[src/rtl/fetch_pc_unit.sv]
// Program counter, instruction register and fetch-time PC copy for the multicycle datapath.
// Decodes the latched instruction into the fields consumed by control and the register file.
module fetch_pc_unit #(
    parameter int               WIDTH        = 16,
    parameter logic [WIDTH-1:0] RESET_VECTOR = 16'h0000
) (
    input  logic             CLK,
    input  logic             Reset,
    input  logic [WIDTH-1:0] MemData,
    input  logic [WIDTH-1:0] ALUResult,
    input  logic [WIDTH-1:0] ALUOut,
    input  logic [WIDTH-1:0] RegA,
    input  logic             Zero,
    input  logic             IRegWrite,
    input  logic             PCWrite,
    input  logic             PCWriteBeq,
    input  logic             PCWriteBne,
    input  logic [1:0]       PCData,
    output logic [WIDTH-1:0] PC,
    output logic [WIDTH-1:0] OldPC,
    output logic [WIDTH-1:0] Instr,
    output logic [3:0]       Opcode,
    output logic [3:0]       Rd,
    output logic [3:0]       Rs,
    output logic [3:0]       Rt,
    output logic [7:0]       Imm,
    output logic [WIDTH-1:0] JumpTarget,
    output logic             Misalign,
    output logic [15:0]      InstrCount
);

    logic [WIDTH-1:0] pc_q, pc_d;
    logic [WIDTH-1:0] ir_q, ir_d;
    logic [WIDTH-1:0] old_pc_q, old_pc_d;
    logic             misalign_q, misalign_d;
    logic [15:0]      instr_count_q, instr_count_d;

    logic [WIDTH-1:0] jump_target;
    logic [WIDTH-1:0] next_pc;
    logic             pc_en;

    // Jump target keeps the top PC bits of the current region and word-aligns the offset.
    assign jump_target = {pc_q[WIDTH-1:WIDTH-3], ir_q[WIDTH-5:0], 1'b0};

    always_comb begin
        next_pc = ALUResult;
        unique case (PCData)
            2'b00:   next_pc = ALUResult;
            2'b01:   next_pc = ALUOut;
            2'b10:   next_pc = jump_target;
            2'b11:   next_pc = RegA;
            default: next_pc = ALUResult;
        endcase
    end

    assign pc_en = PCWrite | (PCWriteBeq & Zero) | (PCWriteBne & ~Zero);

    always_comb begin
        pc_d          = pc_q;
        ir_d          = ir_q;
        old_pc_d      = old_pc_q;
        misalign_d    = misalign_q;
        instr_count_d = instr_count_q;

        if (pc_en) begin
            pc_d = {next_pc[WIDTH-1:1], 1'b0};
            if (next_pc[0]) begin
                misalign_d = 1'b1;
            end
        end

        // OldPC takes the pre-update PC even when the PC is written in the same cycle.
        if (IRegWrite) begin
            ir_d          = MemData;
            old_pc_d      = pc_q;
            instr_count_d = instr_count_q + 16'd1;
        end
    end

    always_ff @(posedge CLK) begin
        if (Reset) begin
            pc_q          <= RESET_VECTOR;
            ir_q          <= '0;
            old_pc_q      <= '0;
            misalign_q    <= 1'b0;
            instr_count_q <= '0;
        end else begin
            pc_q          <= pc_d;
            ir_q          <= ir_d;
            old_pc_q      <= old_pc_d;
            misalign_q    <= misalign_d;
            instr_count_q <= instr_count_d;
        end
    end

    assign PC         = pc_q;
    assign OldPC      = old_pc_q;
    assign Instr      = ir_q;
    assign Opcode     = ir_q[WIDTH-1 -: 4];
    assign Rd         = ir_q[11:8];
    assign Rs         = ir_q[7:4];
    assign Rt         = ir_q[3:0];
    assign Imm        = ir_q[7:0];
    assign JumpTarget = jump_target;
    assign Misalign   = misalign_q;
    assign InstrCount = instr_count_q;

endmodule
[config.mk]
export PLATFORM = sky130hd
export DESIGN_NAME = fetch_pc_unit
export DESIGN_NICKNAME = d
export VERILOG_FILES = /design/src/rtl/fetch_pc_unit.sv
export SDC_FILE = /design/constraint.sdc
export NUM_CORES = 1
export LEC_CHECK = 0
export ABC_AREA = 0
export BUFFER_PORTS_ARGS = -buffer_cell sky130_fd_sc_hd__buf_2
export CAP_MARGIN = 20
export CORE_MARGIN = 2
export CORE_UTILIZATION = 45
export CTS_BUF_LIST = sky130_fd_sc_hd__clkbuf_4 sky130_fd_sc_hd__clkbuf_8 sky130_fd_sc_hd__clkbuf_16
export CTS_CLUSTER_SIZE = 14
export DETAILED_ROUTE_END_ITERATION = 7
export HOLD_SLACK_MARGIN = 0.1
export MAX_ROUTING_LAYER = met4
export PLACE_DENSITY = 0.83
export SYNTH_ARGS = -nofsm -noshare
export SYNTH_HDL_FRONTEND = slang
export SYNTH_SLANG_ARGS = --single-unit
[constraint.sdc]
create_clock -name CLK -period 2.7 [get_ports CLK]
set_input_delay 0.54 -clock CLK [delete_from_list [all_inputs] [get_ports CLK]]
set_output_delay 0.54 -clock CLK [all_outputs]
set_load 0.01 [all_outputs]
==> results.cfg <==
[final_layout]
final_net_count = 496
syn_to_final_growth_pct = 27.8
finalCoreUtilization = 0.596
seq_area_um2 = 1260
multi_input_area_um2 = 1340
drive_gt1_frac = 0.502
final_cell_area_um2 = 3810
antenna-diode-count = 0
fillers = 560

[timing]
hold_viol = 0
min_period_over_period = 0.655
setup_violations = 0
clock.fmax_mhz = 566
worst_pin_slew_ps = 1050
final.min_clock_period_ps = 1770
slew_violations = 0
slew_headroom = 0.294
grt_setup_unrepaired = false
worst_slack_ps = 932
setup_tns_ps = 0
hold-worst-slack_ps = 442
clock_skew_ps = 7.07

[clock_tree]
ctsResizeCount = 0
clkTransAtPathRegs_ps = 70
ctsHtreeMaxLevel = 3
postCtsSetupBuffers = 0
cts.path.max_buffers = 2
clkLatencyLatePin_ps = 330
postCtsHoldBufs = 0
clockRootBuffer = clkbuf_8
cts_sinks = 63
numCtsBuffers = 9
cts_tree = built

[synthesis]
synth_top_flop_cell = dfxtp_1
syn_area_per_cell_um2 = 10.4
synth_top_area_frac = 0.423
yosys-top-cells-area = dfxtp_1, mux2i_1, buf_4
synthesis.area_um2 = 2980
ys_seq_area_frac = 0.423
synthArstFlopShare = 0
netlist_instances = 287
yosys.cell_types.count = 32
ys_top_cells_by_count = dfxtp_1, nor2_1, buf_4, mux2i_1, a22o_1
yosysMostFrequentCell = dfxtp_1
ys_seq_elements = 63
synth_enable_flop_cells = 0
yosys.area.top_type = dfxtp_1
ys_warn_count = 0

[setup_path]
arrival_ps = 2020
critical_path.startpoint = InstrCount[3]
cp.buffers_inverters = 0
critPathKind = reg2reg
crit_slowest_cell = or4_4
crit_chain = nand4_4 -> or4_4 -> or3_1 -> a21oi_1
max_stage_delay_ps = 590
critPathMaxFanout = 7
cp-start-kind = flop
rr_startpoint = InstrCount[3]
end_kind = flop
crit_family = simple AND/OR/NAND/NOR gates
crit_required_ps = 2960

[routing]
postRouteAntennaNets = 0
routed_wl_um = 7650
wire_per_inst_um = 15.2
num_vias = 2623
viasPerCell = 5.21
dr.pass1.iters = 4
drc_errors = 0
first_iter_violations = 67

[global_route]
grt_pass1_wl_um = 12100
grt_max_degree = 29
grtUsageTotal = 0.218
grt_pass1_vias = 2493
grt_overflow = 0
antenna_found_initial = 0

[status]
outcome = finished, final reports clean

[floorplan]
die_area_um2 = 7290
die_x_um = 85.4
chipHeight_um = 85.4
start_util = 0.466
core_um2 = 6390
rows = 29
io_pins = 178

[power]
leakage_nw = 2.00
p_per_area_nw_per_um2 = 558
ir_worst_vdd_v = 0.000410

[place]
port_buffers = 174
place_area_um2 = 3620
pre_cts_slack_ps = 624
dp_hpwl_um = 5790
gp_congestion = 0.885

[worst_hold_path]
hold_start = MemData[10]
hold_class = in2reg

[job]
maxCapViolCount = 0
-- placed cells by master, fill, tap and decap left out, types with 6 or more instances in the layout --
cell type and instances:
buf_2 174, dfxtp_1 63, nor2_1 47, mux2i_1 33, a22o_1 19, mux4_2 12, clkbuf_8 12, xnor2_1 7
xor2_1 6
-- path summary, 6_finish.rpt --
path	endpoint	slack (ps)	cells past startpoint
max	InstrCount[15]	930	4
min	Instr[10]	440	3
max reg2reg	InstrCount[15]	930	4
min reg2reg	Misalign	480	1
-- cell type report --
cell class / count / share of cell area
clock buffer: 15 / 0.0493
inverter: 4 / 0.00394
multi-input combinational: 165 / 0.352
sequential: 63 / 0.331
tap: 77 / 0.0253
timing repair buffer: 179 / 0.239
-- stage by stage --
stage	std cells	power, mW
final	503	2.13
after global routing	503	2.23
after detailed placement	488	1.39
after floorplan	289	1.27
after CTS	503	2.15
after global placement	488	1.38
-- metal layers --
layer	GRT usage	share of wire	up-vias	wire length [um]
li1	-	-	1232	-
met4	0.0909	0.018	0	138
met5	-	0	-	0
met3	0.0516	0.074	13	568
met2	0.369	0.51	129	3930
met1	0.246	0.39	1249	3010
-- kinds of logic (layout without fill, tap and decap cells) --
family / Yosys count / in the layout / share of synthesized area
AOI/OAI and AO/OA: 27 / 27 / 0.0727
xor gates and xnor gates: 13 / 13 / 0.0382
adders and majority gates: 1 / 1 / 0.00420
buffers and inverters: 61 / 198 / 0.132
DFF: 63 / 63 / 0.423
muxes: 48 / 48 / 0.213
other: 1 / 3 / 0.00126
and+or+nand+nor: 73 / 73 / 0.116
-- power by group --
group / internal (mW) / switching [mW]
clock network: 0.435 / 0.326
registers: 0.978 / 0.0464
logic: 0.175 / 0.165
-- sequential cells by signal (all words and copies together) (netlist names) --
name and count:
InstrCount 16, Instr 16, OldPC 15, PC 15, Misalign 1
-- tightest hold or removal path, delay by kind of cell --
| family | cells | cell delay [ps] |
|---|---|---|
| buffers and inverters | 1 | 70 |
| multiplexers | 1 | 50 |
| AND/OR/NAND/NOR | 1 | 70 |
Power figures use the tool's default switching activity.
